**config.mk**
```make
export PLATFORM = sky130hd
export DESIGN_NAME = dbus_unpacker_flat
export DESIGN_NICKNAME = d
export VERILOG_FILES = /design/src/rtl/lc_pkg.sv /design/src/rtl/dbus_unpacker_if.sv /design/src/rtl/dbus_unpacker_lane_mux.sv /design/src/rtl/dbus_unpacker.sv /design/src/flat_wrapper.sv
export SDC_FILE = /design/constraint.sdc
export NUM_CORES = 1
export LEC_CHECK = 0
export ABC_AREA = 1
export CAP_MARGIN = 30
export CORE_MARGIN = 2
export CORE_UTILIZATION = 45
export DETAILED_ROUTE_END_ITERATION = 12
export PLACE_DENSITY_LB_ADDON = 0.08
export SLEW_MARGIN = 20
export SYNTH_ARGS = -nofsm -noshare
export SYNTH_HDL_FRONTEND = slang
export SYNTH_SLANG_ARGS = --single-unit
```
**constraint.sdc**
```tcl
create_clock -name clk -period 2.12 [get_ports clk]
set_input_delay 0.212 -clock clk [delete_from_list [all_inputs] [get_ports clk]]
set_output_delay 0.212 -clock clk [all_outputs]
set_load 0.01 [all_outputs]
```
**src/rtl/lc_pkg.sv**
```systemverilog
// Shared definitions for the layout-converter unpacker: widths, FSM states, instruction layout.
package lc_pkg;

  localparam int unsigned AXI_DATA_WIDTH   = 128;
  localparam int unsigned PE_DATA_WIDTH    = 64;
  localparam int unsigned CORE_INSTR_WIDTH = 64;
  localparam int unsigned RATIO            = AXI_DATA_WIDTH / PE_DATA_WIDTH;
  localparam int unsigned LANE_W           = (RATIO > 1) ? $clog2(RATIO) : 1;
  localparam int unsigned KEEP_W           = PE_DATA_WIDTH / 8;

  // Instruction field layout: word count N at [15:0], first lane L at [23:16].
  localparam int unsigned CNT_LSB    = 0;
  localparam int unsigned CNT_W      = 16;
  localparam int unsigned LANE_LSB   = CNT_LSB + CNT_W;
  localparam int unsigned LANE_FLD_W = 8;
  localparam int unsigned RSVD_W     = CORE_INSTR_WIDTH - (LANE_LSB + LANE_FLD_W);

  typedef enum logic [1:0] {
    S_WAIT  = 2'd0,
    S_FETCH = 2'd1,
    S_RUN   = 2'd2
  } lc_state_e;

  typedef struct packed {
    logic [RSVD_W-1:0]     rsvd;
    logic [LANE_FLD_W-1:0] first_lane;
    logic [CNT_W-1:0]      count;
  } lc_instr_t;

  // Starting lane for an instruction; out-of-range lanes wrap modulo RATIO.
  function automatic logic [LANE_W-1:0] start_lane(input logic [LANE_FLD_W-1:0] l);
    return LANE_W'(32'(l) % RATIO);
  endfunction

endpackage

```
**src/rtl/dbus_unpacker_if.sv**
```systemverilog
// Stream bundle of the unpacker: instruction in, data-bus beats in, PE words out.
interface dbus_unpacker_if;
  import lc_pkg::*;

  logic                        s_axis_instr_tready;
  logic                        s_axis_instr_tvalid;
  logic [CORE_INSTR_WIDTH-1:0] s_axis_instr_tdata;

  logic                        s_axis_dbus_tready;
  logic                        s_axis_dbus_tvalid;
  logic [AXI_DATA_WIDTH-1:0]   s_axis_dbus_tdata;
  logic                        s_axis_dbus_tlast;

  logic                        m_axis_pe_tready;
  logic                        m_axis_pe_tvalid;
  logic [PE_DATA_WIDTH-1:0]    m_axis_pe_tdata;
  logic [KEEP_W-1:0]           m_axis_pe_tkeep;
  logic                        m_axis_pe_tlast;

  // Unpacker side
  modport slave (
    output s_axis_instr_tready,
    input  s_axis_instr_tvalid, s_axis_instr_tdata,
    output s_axis_dbus_tready,
    input  s_axis_dbus_tvalid, s_axis_dbus_tdata, s_axis_dbus_tlast,
    input  m_axis_pe_tready,
    output m_axis_pe_tvalid, m_axis_pe_tdata, m_axis_pe_tkeep, m_axis_pe_tlast
  );

  // Environment side
  modport master (
    input  s_axis_instr_tready,
    output s_axis_instr_tvalid, s_axis_instr_tdata,
    input  s_axis_dbus_tready,
    output s_axis_dbus_tvalid, s_axis_dbus_tdata, s_axis_dbus_tlast,
    output m_axis_pe_tready,
    input  m_axis_pe_tvalid, m_axis_pe_tdata, m_axis_pe_tkeep, m_axis_pe_tlast
  );

endinterface

```
**src/rtl/dbus_unpacker_lane_mux.sv**
```systemverilog
// RATIO-way selector picking one PE_DATA_WIDTH lane out of a data-bus beat.
module dbus_unpacker_lane_mux
  import lc_pkg::*;
(
  input  logic [AXI_DATA_WIDTH-1:0] data_i,
  input  logic [LANE_W-1:0]         sel_i,
  output logic [PE_DATA_WIDTH-1:0]  data_o
);

  // One-hot compare per lane; unselected encodings yield zero
  always_comb begin
    data_o = '0;
    for (int i = 0; i < int'(RATIO); i++) begin
      if (sel_i == LANE_W'(i)) begin
        data_o = data_i[i*PE_DATA_WIDTH +: PE_DATA_WIDTH];
      end
    end
  end

endmodule

```
**src/rtl/dbus_unpacker.sv**
```systemverilog
// Instruction-driven width down-converter: slices data-bus beats into PE words.
// Optional short-burst detection is enabled by defining LC_UNPACK_TLAST_CHECK_EN.
module dbus_unpacker
  import lc_pkg::*;
(
  input  logic            clk,
  input  logic            rst_n,
  input  logic            ap_start,
  dbus_unpacker_if.slave  bus,
  output logic            err
);

  lc_state_e                 state_q, state_d;
  logic                      start_q;
  logic [AXI_DATA_WIDTH-1:0] buf_q, buf_d;
  logic                      buf_valid_q, buf_valid_d;
  logic [CNT_W-1:0]          cnt_q, cnt_d;
  logic [LANE_W-1:0]         lane_q, lane_d;

  lc_instr_t                 instr;
  logic                      out_valid;
  logic                      out_fire;
  logic                      last_word;
  logic                      lane_end;
  logic                      short_burst;
  logic                      end_instr;
  logic                      in_ready;
  logic                      in_fire;
  logic                      instr_ready;
  logic [PE_DATA_WIDTH-1:0]  lane_data;

  assign instr = lc_instr_t'(bus.s_axis_instr_tdata);

`ifdef LC_UNPACK_TLAST_CHECK_EN
  logic buf_last_q, buf_last_d;
  logic err_q, err_d;
  logic unused_bits;
  assign unused_bits = ^instr.rsvd;

  // Burst ended before the instruction was satisfied
  assign short_burst = buf_last_q & lane_end & ~last_word;
`else
  logic unused_bits;
  assign unused_bits = ^{instr.rsvd, bus.s_axis_dbus_tlast};
  assign short_burst = 1'b0;
`endif

  assign out_valid = (state_q == S_RUN) & buf_valid_q;
  assign out_fire  = out_valid & bus.m_axis_pe_tready;
  assign last_word = (cnt_q == CNT_W'(1));
  assign lane_end  = (lane_q == LANE_W'(RATIO - 1));
  assign end_instr = last_word | short_burst;

  // A new beat is taken into an empty buffer, or into one being drained of its
  // last lane mid-instruction; never once the instruction is finishing.
  assign in_ready = (state_q == S_RUN) &
                    (~buf_valid_q | (out_fire & lane_end & ~end_instr));
  assign in_fire  = in_ready & bus.s_axis_dbus_tvalid;

  // Sticky start latch, cleared only by reset
  always_ff @(posedge clk or negedge rst_n) begin
    if (!rst_n) begin
      start_q <= 1'b0;
    end else if (ap_start) begin
      start_q <= 1'b1;
    end
  end

  // State, counter, lane and holding-buffer registers
  always_ff @(posedge clk or negedge rst_n) begin
    if (!rst_n) begin
      state_q     <= S_WAIT;
      buf_q       <= '0;
      buf_valid_q <= 1'b0;
      cnt_q       <= '0;
      lane_q      <= '0;
    end else begin
      state_q     <= state_d;
      buf_q       <= buf_d;
      buf_valid_q <= buf_valid_d;
      cnt_q       <= cnt_d;
      lane_q      <= lane_d;
    end
  end

  // Next-state: instruction fetch, word emission and beat refill
  always_comb begin
    state_d     = state_q;
    buf_d       = buf_q;
    buf_valid_d = buf_valid_q;
    cnt_d       = cnt_q;
    lane_d      = lane_q;
    instr_ready = 1'b0;

    case (state_q)
      S_WAIT: begin
        if (start_q) begin
          state_d = S_FETCH;
        end
      end

      S_FETCH: begin
        instr_ready = 1'b1;
        buf_valid_d = 1'b0;
        if (bus.s_axis_instr_tvalid) begin
          cnt_d  = instr.count;
          lane_d = start_lane(instr.first_lane);
          // A zero-count instruction is consumed without leaving fetch
          if (instr.count != '0) begin
            state_d = S_RUN;
          end
        end
      end

      S_RUN: begin
        if (out_fire) begin
          cnt_d  = cnt_q - 1'b1;
          lane_d = lane_end ? '0 : lane_q + 1'b1;
          if (lane_end || end_instr) begin
            buf_valid_d = 1'b0;
          end
          if (end_instr) begin
            state_d = S_FETCH;
          end
        end
        if (in_fire) begin
          buf_d       = bus.s_axis_dbus_tdata;
          buf_valid_d = 1'b1;
        end
      end

      default: begin
        state_d = S_WAIT;
      end
    endcase
  end

`ifdef LC_UNPACK_TLAST_CHECK_EN
  // Burst-end marker of the held beat, and sticky error flag
  always_ff @(posedge clk or negedge rst_n) begin
    if (!rst_n) begin
      buf_last_q <= 1'b0;
      err_q      <= 1'b0;
    end else begin
      buf_last_q <= buf_last_d;
      err_q      <= err_d;
    end
  end

  // Capture burst end with each beat; raise error on premature termination
  always_comb begin
    buf_last_d = buf_last_q;
    err_d      = err_q;
    if (in_fire) begin
      buf_last_d = bus.s_axis_dbus_tlast;
    end
    if (out_fire && short_burst) begin
      err_d = 1'b1;
    end
  end

  assign err = err_q;
`else
  assign err = 1'b0;
`endif

  dbus_unpacker_lane_mux u_lane_mux (
    .data_i (buf_q),
    .sel_i  (lane_q),
    .data_o (lane_data)
  );

  // Stream outputs derived from registered state
  assign bus.s_axis_instr_tready = instr_ready;
  assign bus.s_axis_dbus_tready  = in_ready;
  assign bus.m_axis_pe_tvalid    = out_valid;
  assign bus.m_axis_pe_tdata     = lane_data;
  assign bus.m_axis_pe_tkeep     = out_valid ? {KEEP_W{1'b1}} : {KEEP_W{1'b0}};
  assign bus.m_axis_pe_tlast     = out_valid & end_instr;

endmodule

```
**src/flat_wrapper.sv**
```systemverilog
// flat-port wrapper written by rule: the top's interface ports become plain ports
module dbus_unpacker_flat import lc_pkg::*;
  (clk, rst_n, ap_start, err, bus_s_axis_instr_tready, bus_s_axis_instr_tvalid, bus_s_axis_instr_tdata, bus_s_axis_dbus_tready, bus_s_axis_dbus_tvalid, bus_s_axis_dbus_tdata, bus_s_axis_dbus_tlast, bus_m_axis_pe_tready, bus_m_axis_pe_tvalid, bus_m_axis_pe_tdata, bus_m_axis_pe_tkeep, bus_m_axis_pe_tlast);
  dbus_unpacker_if bus_i ();
  input  logic clk;
  input  logic rst_n;
  input  logic ap_start;
  output logic err;
  output wire logic [$bits(bus_i.s_axis_instr_tready)-1:0] bus_s_axis_instr_tready;
  input wire logic [$bits(bus_i.s_axis_instr_tvalid)-1:0] bus_s_axis_instr_tvalid;
  input wire logic [$bits(bus_i.s_axis_instr_tdata)-1:0] bus_s_axis_instr_tdata;
  output wire logic [$bits(bus_i.s_axis_dbus_tready)-1:0] bus_s_axis_dbus_tready;
  input wire logic [$bits(bus_i.s_axis_dbus_tvalid)-1:0] bus_s_axis_dbus_tvalid;
  input wire logic [$bits(bus_i.s_axis_dbus_tdata)-1:0] bus_s_axis_dbus_tdata;
  input wire logic [$bits(bus_i.s_axis_dbus_tlast)-1:0] bus_s_axis_dbus_tlast;
  input wire logic [$bits(bus_i.m_axis_pe_tready)-1:0] bus_m_axis_pe_tready;
  output wire logic [$bits(bus_i.m_axis_pe_tvalid)-1:0] bus_m_axis_pe_tvalid;
  output wire logic [$bits(bus_i.m_axis_pe_tdata)-1:0] bus_m_axis_pe_tdata;
  output wire logic [$bits(bus_i.m_axis_pe_tkeep)-1:0] bus_m_axis_pe_tkeep;
  output wire logic [$bits(bus_i.m_axis_pe_tlast)-1:0] bus_m_axis_pe_tlast;
  assign bus_s_axis_instr_tready = bus_i.s_axis_instr_tready;
  assign bus_i.s_axis_instr_tvalid = bus_s_axis_instr_tvalid;
  assign bus_i.s_axis_instr_tdata = bus_s_axis_instr_tdata;
  assign bus_s_axis_dbus_tready = bus_i.s_axis_dbus_tready;
  assign bus_i.s_axis_dbus_tvalid = bus_s_axis_dbus_tvalid;
  assign bus_i.s_axis_dbus_tdata = bus_s_axis_dbus_tdata;
  assign bus_i.s_axis_dbus_tlast = bus_s_axis_dbus_tlast;
  assign bus_i.m_axis_pe_tready = bus_m_axis_pe_tready;
  assign bus_m_axis_pe_tvalid = bus_i.m_axis_pe_tvalid;
  assign bus_m_axis_pe_tdata = bus_i.m_axis_pe_tdata;
  assign bus_m_axis_pe_tkeep = bus_i.m_axis_pe_tkeep;
  assign bus_m_axis_pe_tlast = bus_i.m_axis_pe_tlast;
  dbus_unpacker u_core (.clk(clk), .rst_n(rst_n), .ap_start(ap_start), .bus(bus_i), .err(err));
endmodule
```
[Yosys cells after proc, flatten, opt, wreduce, memory -nomap -nowiden]
Cells that the tools add are included.
Word-level totals
  bits in registers: 149
  output and inout bits: 77
  logic and storage cells: 56
Cells by class
  add/sub/neg operators: 2
  equality and inequality tests: 10
  muxes and demuxes: 20
  bitwise gates (word level): 10
  reductions and logical operators: 8
Operators with widths (number)
  $mux W64: 1
  $mux W16: 2
  $pmux W16 S2: 1
  $eq A16 B1 Y1 const B: 1
  $reduce_bool A16 Y1: 1
  $sub A16 B1 Y16 const B: 1
  $mux W2: 5
  $mux W8: 1
  $ne A2 B1 Y1 const B: 4
  $and A1 B1 Y1: 7
  $mux W1: 7
  $pmux W2 S3: 1
  $reduce_and A3 Y1: 2
  $reduce_and A5 Y1: 1
  $pmux W1 S2: 2
  $ne A3 B1 Y1 const B: 1
  $ne A3 B2 Y1 const B: 1
  $eq A2 B1 Y1 const B: 1
  $eq A2 B2 Y1 const B: 1
  $logic_not A2 Y1: 1
  $ne A2 B2 Y1 const B: 1
  $not A1 Y1: 2
  $reduce_and A2 Y1: 1
  $reduce_bool A2 Y1: 1
  3 further kinds: 3

[Depth between registers and ports, before layout]
Gate-level depths: netlist of the first run.
  word-level depth: 10
  mapped depth: 13

[Hierarchy]
From an unflattened synthesis of the first run, not the netlist that was laid out.
Unflattened totals
  cells, all modules: 1020
  area total of the unflattened synthesis: 7554.7 um^2
By module, submodules not included
  dbus_unpacker: instances 1, cells an instance 814, area an instance 6710.2 um^2, sequential area each 3728.6 um^2
  dbus_unpacker_lane_mux: instances 1, cells an instance 206, area an instance 844.6 um^2, sequential area each 0.0 um^2

[Least setup slack after synthesis of the first run]
No wires, ideal clock.
  path type: reg2reg
  start point: register u_core.state_q[0]
  end point: register u_core.buf_q[56]
  setup time: 0.117 ns
  arrival: 1.685 ns
  setup slack: 0.318 ns
  cell stages (with the launch flop): 14
  path buffers: 2
  cell sequence: dfrtp_1 -> inv_1 -> ha_1 -> nand2_1 -> inv_1 -> nand2_1 -> nor2_1 -> nand2_1 -> nand2_2 -> nand2_2 -> buf_6 -> buf_4 -> nand2_1 -> nand2_1
Between the ends
  longest elaborated chain between the ends: 9
RTL lines
  start, declared: RTL line dbus_unpacker.sv:13  | lc_state_e state_q, state_d;
  start signal, assigned: RTL line dbus_unpacker.sv:78  | state_q <= state_d;
  $eq A2 B2 Y1: RTL line dbus_unpacker.sv:48  | assign out_valid = (state_q == S_RUN) & buf_valid_q;
  $and A1 B1 Y1: RTL line dbus_unpacker.sv:48
  net bus_m_axis_pe_tvalid: RTL line flat_wrapper.sv:17  | output wire logic [$bits(bus_i.m_axis_pe_tvalid)-1:0] bus_m_axis_pe_tvalid;
  $and A1 B1 Y1: RTL line dbus_unpacker.sv:49  | assign out_fire = out_valid & bus.m_axis_pe_tready;
  $and A1 B1 Y1 (2 in series): RTL line dbus_unpacker.sv:57  | (~buf_valid_q | (out_fire & lane_end & ~end_instr));
  $or A1 B1 Y1: RTL line dbus_unpacker.sv:57
  $and A1 B1 Y1: RTL line dbus_unpacker.sv:56  | assign in_ready = (state_q == S_RUN) &
  $and A1 B1 Y1: RTL line dbus_unpacker.sv:58  | assign in_fire = in_ready & bus.s_axis_dbus_tvalid;
  $reduce_and A2 Y1 (no line)
  end signal, assigned: RTL line dbus_unpacker.sv:79  | buf_q <= buf_d;
  end, declared: RTL line dbus_unpacker.sv:15  | logic [AXI_DATA_WIDTH-1:0] buf_q, buf_d;
The timed path passes the listed nets, and every way through them passes these cells.
A chain may end at the register's enable or synchronous reset.

[Worst setup path in the final report of the first run]
  start point: register u_core.lane_q, in the netlist u_core.lane_end
  end point: output port bus_m_axis_pe_tdata[63]
Between the ends
  longest elaborated chain between the ends: 1
RTL lines
  start, declared: RTL line dbus_unpacker.sv:18  | logic [LANE_W-1:0] lane_q, lane_d;
  start signal, assigned: RTL line dbus_unpacker.sv:82  | lane_q <= lane_d;
  $mux W64: RTL line dbus_unpacker_lane_mux.sv:14  | if (sel_i == LANE_W'(i)) begin
  end, declared: RTL line flat_wrapper.sv:18  | output wire logic [$bits(bus_i.m_axis_pe_tdata)-1:0] bus_m_axis_pe_tdata;
Every way passes these cells.

==> results of run 1 <==
how the worst min path moves through the flow:
stage	cells after the start	to	start
after floorplan	0	u_core.buf_q[0]$_DFFE_PN0P_	rst_n
after global placement	1	u_core.cnt_q[13]$_DFFE_PN0P_	rst_n
after detailed placement	1	u_core.cnt_q[13]$_DFFE_PN0P_	rst_n
after CTS	3	u_core.buf_q[78]$_DFFE_PN0P_	bus_s_axis_dbus_tvalid
after global routing	3	u_core.buf_q[80]$_DFFE_PN0P_	bus_s_axis_dbus_tvalid
final	3	u_core.buf_q[82]$_DFFE_PN0P_	bus_s_axis_dbus_tvalid
worst register-to-register path: stages (launching register included):
cell     delay [ns]
dfrtp_1        0.40
inv_1          0.12
ha_4           0.17
nand2_1        0.10
inv_1          0.09
nand2_1        0.06
nor2_1         0.09
nand2_1        0.09
nand2_4        0.08
buf_4          0.42
nand3_1        0.19
nand2_1        0.11
registers in the layout, summed over array words and instances, names as in the netlist:
signal,cells
u_core.cnt_q,16
u_core.lane_end,1
u_core.buf_q,128
u_core.buf_valid_q,1
u_core.state_q,2
u_core.start_q,1
cells in the final DEF (no fill, tap or decap), drive strengths merged, types with 3 or more instances in the layout:
cell | synthesis | final
a21oi | 8 | 8
buf | 45 | 31
clkbuf | 27 | 24
clkdlybuf4s50 | 0 | 188
clkinv | 0 | 4
clkinvlp | 0 | 3
dfrtp | 149 | 149
dlygate4sd2 | 0 | 32
dlymetal6s2s | 0 | 3
ha | 5 | 5
inv | 26 | 32
nand2 | 544 | 544
nand3 | 140 | 140
nand4 | 7 | 7
nor2 | 47 | 47
nor3 | 6 | 6
o211ai | 3 | 3
o21ai | 15 | 15
or2 | 3 | 3
where the power goes:
group / total, mW / internal [mW] / switching [mW]
Clock: 2.84 / 1.56 / 1.28
Combinational: 7.32 / 3.28 / 4.04
Sequential: 4.96 / 4.16 / 0.799
Total: 15.1 / 9.00 / 6.11
kinds of logic (layout without fill, tap and decap cells):
group / after synthesis / in the layout / synth area share
AO/OA/AOI/OAI: 27 / 27 / 0.0193
XOR/XNOR: 1 / 1 / 0.00117
adder cells (fa/ha/maj): 5 / 5 / 0.00833
buffers and inverters: 98 / 318 / 0.0693
flip-flops: 149 / 149 / 0.497
other: 1 / 1 / 0.000500
AND/OR/NAND/NOR: 749 / 749 / 0.405
layer usage:
layer | part of all wire | track usage | up-vias
li1 | - | - | 3640
met1 | 0.43 | 0.328 | 3397
met2 | 0.47 | 0.385 | 229
met3 | 0.072 | 0.0662 | 27
met4 | 0.020 | 0.0774 | 0
met5 | 0 | 0 | -
layout make-up:
class | count | area, µm² | area share
clock inverters | 13 | 113 | 0.0105
inverters | 26 | 103 | 0.00960
flip-flops and latches | 149 | 3730 | 0.349
clock buffers | 19 | 443 | 0.0415
repair buffers | 260 | 2720 | 0.254
well taps | 220 | 275 | 0.0258
multi-input cells | 783 | 3300 | 0.309
timing repair:
action | in CTS | in global routing
endpoints found under the hold margin | 39 | 0
hold buffers | 1 | 0
setup endpoints to repair | 68 | 101
setup buffers | 1 | 2
gates cloned | 1 | 4
resized for setup | 43 | 10
==> flow_summary_export.csv, run 1 <==
group,metric,value,unit
run,drv_cap,0,
synth,avgSynthCellArea,7.29,µm²
global_route,grt_remaining_overflow,0,
routing,via_per_inst,4.96,
sta,finalHoldViolCount,0,
synth,yosys-top-cells-area,"dfrtp_1, nand2_1, nand3_1",
cells_and_area,syn_to_final_growth,42.3,%
worst_setup_path,cp.depth,5,
floorplanning,core,0.0165,mm²
global_route,grt_start_max_net_pins,103,
clock_tree,clk_latency,0.43,ns
worst_setup_path,arrival,1.85,ns
worst_setup_path,timing.rr.end,"u_core.buf_q[46]$_DFFE_PN0P_",
place,dpl_cell_area,0.00994,mm²
power,irDropWorstVdd,0.797,mV
worst_setup_path,endpoint,"bus_m_axis_pe_tdata[63]",
min_path,hp-class,"input port to register",
clock_tree,cts_buffers,17,
synth,synth_edf_count,0,
power,p_leak,5.56,nW
global_route,antenna_found_initial,0,
clock_tree,cts_root_buf,"clkbuf_16",
synth,synth_common_cells,"nand2_1, dfrtp_1, nand3_1",
global_route,grt_pass1_wl,34.4,mm
worst_setup_path,cpLargestDelayFamily,"buffers and inverters",
sta,max-slew-margin-rel,0.661,
synth,ys_types,25,
place,gp_congestion,0.893,
sta,slew_viol_final,0,
place,portBuffers,226,
floorplanning,ios,276,
synth,syn_area,0.00751,mm²
worst_setup_path,cp_num_buf_inv,3,
synth,synth-seq-cells,149,
sta,timing.setup.tns,0,ns
synth,ys.flop_type,"dfrtp_1",
synth,synth_cells,1030,
worst_setup_path,worst_r2r_path_depth,11,
worst_setup_path,end_kind,"output port",
cells_and_area,fillers,1476,
sta,fin_crit,2.06,ns
cells_and_area,utilization,0.649,
routing,routed_wl,21.9,mm
worst_setup_path,reg2reg_slack,0.14,ns
synth,seq_area_frac_synth,0.497,
worst_setup_path,slowest_delay,0.52,ns
floorplanning,rows,47,
floorplanning,chipHeight,133,µm
cells_and_area,final_area,0.0107,mm²
worst_setup_path,crit_start,"u_core.lane_end$_DFFE_PN0P_",
clock_tree,path_clk_slew,0.06,ns
synth,synth_top_area_frac,0.497,
worst_setup_path,crit_chain,"clkinv_4 > buf_12 > nand2_1 > nand2_1 > clkdlybuf4s50_1",
global_route,grtUsageTotal,0.243,
synth,synth_most_common_cell,"nand2_1",
routing,detail_route.first_pass.iterations,5,
worst_setup_path,slowest_stage,"clkdlybuf4s50_1",
clock_tree,cts_sinks,149,
cells_and_area,layout.nets,1441,
synth,ys_warn_count,0,
sta,rsz0062_at_grt,"true",
sta,hold_slack,0.246,ns
routing,vias,7293,
place,dp_slack,0.123,ns
clock_tree,clk_path_buf_depth,2,
sta,worst_pin_slew,0.509,ns
sta,clock_skew,0.00671,ns
run_status,status,"completed",
worst_setup_path,path_class,"register to output port",
sta,fin_ws,0.0621,ns
place,dp_cells,1429,
worst_setup_path,crit_fanout,20,
routing,wl_per_cell,14.9,µm
power,pwr_density_cell,1410,mW/mm²
synth,async_reset_ff_frac,1.00,
worst_setup_path,regToRegStartpoint,"u_core.state_q[0]$_DFFE_PN0P_",
synth,syn_nets,1234,
place,place_hpwl,13.6,mm
clock_tree,cts_tree,"built",
global_route,first_global_vias,6822,
cells_and_area,instances_no_fill,1470,
cells_and_area,antenna_cells,0,
worst_setup_path,start_kind,"register",
routing,detail_route.iter0.violations,493,
clock_tree,htree_num_levels,4,
power,power,15.1,mW
worst_setup_path,required,1.91,ns
routing,drc_errors,0,
cells_and_area,drive_gt1_frac,0.0640,
sta,setup_viol,0,
floorplanning,die_x,133,µm
worst_setup_path,critPathMostFrequentCell,"nand2_1",
synth,yosysTopAreaCell,"dfrtp_1",
routing,ant_nets,0,
sta,max_freq,486,MHz
sta,post-route-period-util,0.971,
floorplanning,dieArea,0.0177,mm²
floorplanning,start_util,0.456,
Note: power is estimated with default switching activity, not from simulation.
==> inputs of run 2 (changes only) <==
--- a/config.mk
+++ b/config.mk
@@ -7,8 +7,10 @@
 export LEC_CHECK = 0
 export ABC_AREA = 1
 export CAP_MARGIN = 30
+export CORE_ASPECT_RATIO = 0.7
 export CORE_MARGIN = 2
 export CORE_UTILIZATION = 45
+export CTS_CLUSTER_SIZE = 14
 export DETAILED_ROUTE_END_ITERATION = 12
 export PLACE_DENSITY_LB_ADDON = 0.08
 export SLEW_MARGIN = 20
==> flow_summary_export.csv, run 2 (same netlist as run 1, synthesis figures left out) <==
group,metric,value,unit
run_status,status,"completed",
floorplanning,chipHeight,112,µm
sta,timing.setup.tns,0,ns
place,place_hpwl,14.0,mm
clock_tree,cts_buffers,17,
worst_setup_path,crit_fanout,10,
global_route,antenna_found_initial,2,
sta,worst_pin_slew,0.621,ns
routing,detail_route.first_pass.iterations,5,
worst_setup_path,regToRegStartpoint,"u_core.state_q[0]$_DFFE_PN0P_",
worst_setup_path,required,1.91,ns
cells_and_area,layout_top_registers,"u_core.buf_q (128), u_core.cnt_q (16), u_core.state_q (2)",
worst_setup_path,critPathMostFrequentCell,"nand2_1",
power,p_leak,5.62,nW
routing,ant_nets,0,
worst_setup_path,slowest_delay,0.55,ns
clock_tree,cts_root_buf,"clkbuf_16",
power,irDropWorstVdd,0.792,mV
cells_and_area,drive_gt1_frac,0.0565,
clock_tree,clk_path_buf_depth,2,
cells_and_area,largest_register_ffs,128,
sta,max_freq,486,MHz
min_path,min_from,"bus_s_axis_dbus_tvalid",
clock_tree,clk_latency,0.43,ns
routing,via_per_inst,4.92,
global_route,grtUsageTotal,0.248,
floorplanning,start_util,0.461,
global_route,grt_pass1_wl,34.5,mm
min_path,hp-class,"input port to register",
global_route,grt_remaining_overflow,0,
routing,drc_errors,0,
sta,finalHoldViolCount,0,
sta,rsz0062_at_grt,"true",
power,pwr-share-seq,0.325,
clock_tree,htree_num_levels,4,
worst_setup_path,end_kind,"output port",
cells_and_area,regMostFlops,"u_core.buf_q",
cells_and_area,syn_to_final_growth,41.6,%
routing,wl_per_cell,14.7,µm
sta,post-route-period-util,0.971,
cells_and_area,layout_common_cells,"nand2_1, clkdlybuf4s50_1, dfrtp_1",
power,power.switching,5.97,mW
clock_tree,cts_sinks,149,
power,p_int,9.23,mW
worst_setup_path,path_class,"register to output port",
power,p_comb_frac,0.468,
power,clockPowerShare,0.207,
sta,slew_viol_final,0,
floorplanning,rows,39,
cells_and_area,layout.nets,1431,
place,gp_congestion,0.875,
routing,routed_wl,21.5,mm
sta,setup_viol,0,
worst_setup_path,crit_start,"u_core.lane_end$_DFFE_PN0P_",
sta,max-slew-margin-rel,0.586,
floorplanning,dieArea,0.0177,mm²
place,dp_slack,0.0632,ns
global_route,first_global_vias,6897,
sta,fin_crit,2.06,ns
power,pwr_density_cell,1430,mW/mm²
routing,vias,7215,
floorplanning,die_x,158,µm
floorplanning,core,0.0163,mm²
sta,hold_slack,0.266,ns
worst_setup_path,slowest_stage,"clkdlybuf4s50_1",
place,portBuffers,226,
cells_and_area,final_common_cell,"nand2_1",
floorplanning,ios,276,
worst_setup_path,crit_chain,"clkinv_4 > clkbuf_16 > nand2_1 > nand2_1 > clkdlybuf4s50_1",
sta,clock_skew,0.0117,ns
power,swShare,0.393,
worst_setup_path,arrival,1.85,ns
sta,fin_ws,0.0621,ns
global_route,grt_start_max_net_pins,75,
clock_tree,path_clk_slew,0.06,ns
routing,detail_route.iter0.violations,729,
worst_setup_path,start_kind,"register",
run,drv_cap,0,
clock_tree,cts_tree,"built",
-- run 2: cell count changes in the layout (fill, tap and decap cells not counted), sizes merged --
cell and change:
dlygate4sd2 -19, clkinv -1, clkbuf -4, bufinv +3
clkdlybuf4s15 +1, dlymetal6s2s +12, diode +1, clkdlybuf4s50 +6
buf -6, inv -2
-- run 2: power groups by stage --
stage	Sequential, mW	Combinational (mW)	Clock (mW)
detailed placement	4.94	7.07	0
finish	4.93	7.12	3.15
global route	5.09	8.00	3.33
floorplan	4.76	4.14	0
global placement	4.91	6.96	0
CTS	4.92	7.13	3.20
-- run 2: worst max-delay path, delay by kind of cell (launching register included) --
family,cells,cell delay [ns]
buffers and inverters,3,0.86
flip-flops,1,0.45
AND/OR/NAND/NOR,2,0.11
-- run 2: per-layer routing --
layer / GRT usage / routed length (µm) / vias up
li1: - / - / 3612
met1: 0.345 / 9910 / 3361
met2: 0.381 / 9590 / 222
met3: 0.0710 / 1800 / 18
met4: 0.0685 / 223 / 2
met5: 0 / 18 / -
-- run 2: area by class of cell --
class | instances | area (µm²)
Sequential cell | 149 | 3730
Clock buffer | 19 | 443
Clock inverter | 13 | 170
Inverter | 26 | 103
Antenna cell | 1 | 2.50
Multi-Input combinational cell | 783 | 3280
Tap cell | 225 | 282
Timing Repair Buffer | 250 | 2620
Fill cell | 1517 | 5670
-- run 2: metrics by stage --
stage | utilization | cell area (µm²) | instances | power, mW
5_1_grt | 0.652 | 10600 | 1465 | 16.4
2_1_floorplan | - | 7510 | 1030 | 8.90
6_report | 0.652 | 10600 | 1466 | 15.2
3_3_place_gp | 0.607 | 9890 | 1429 | 11.9
4_1_cts | 0.646 | 10500 | 1463 | 15.3
3_5_place_dp | 0.607 | 9890 | 1429 | 12.0
-- run 2: final timing paths --
kind	slack [ns]	to	depth (start not counted)
max	0.06	bus_m_axis_pe_tdata[59]	5
min	0.27	u_core.buf_q[69]$_DFFE_PN0P_	3
max reg2reg	0.22	u_core.buf_q[22]$_DFFE_PN0P_	11
min reg2reg	0.47	u_core.buf_q[48]$_DFFE_PN0P_	2
max in group asynchronous	1.10	u_core.buf_q[125]$_DFFE_PN0P_	3
min in group asynchronous	0.37	u_core.cnt_q[5]$_DFFE_PN0P_	2
-- run 2: what timing repair did --
| action | CTS | global route |
|---|---|---|
| buffers inserted | 0 | 1 |
| hold buffers | 1 | 0 |
| endpoints found under the setup margin | 30 | 101 |
| hold endpoints to repair | 59 | 0 |
| resized for setup | 20 | 27 |
| gates cloned | 1 | 1 |
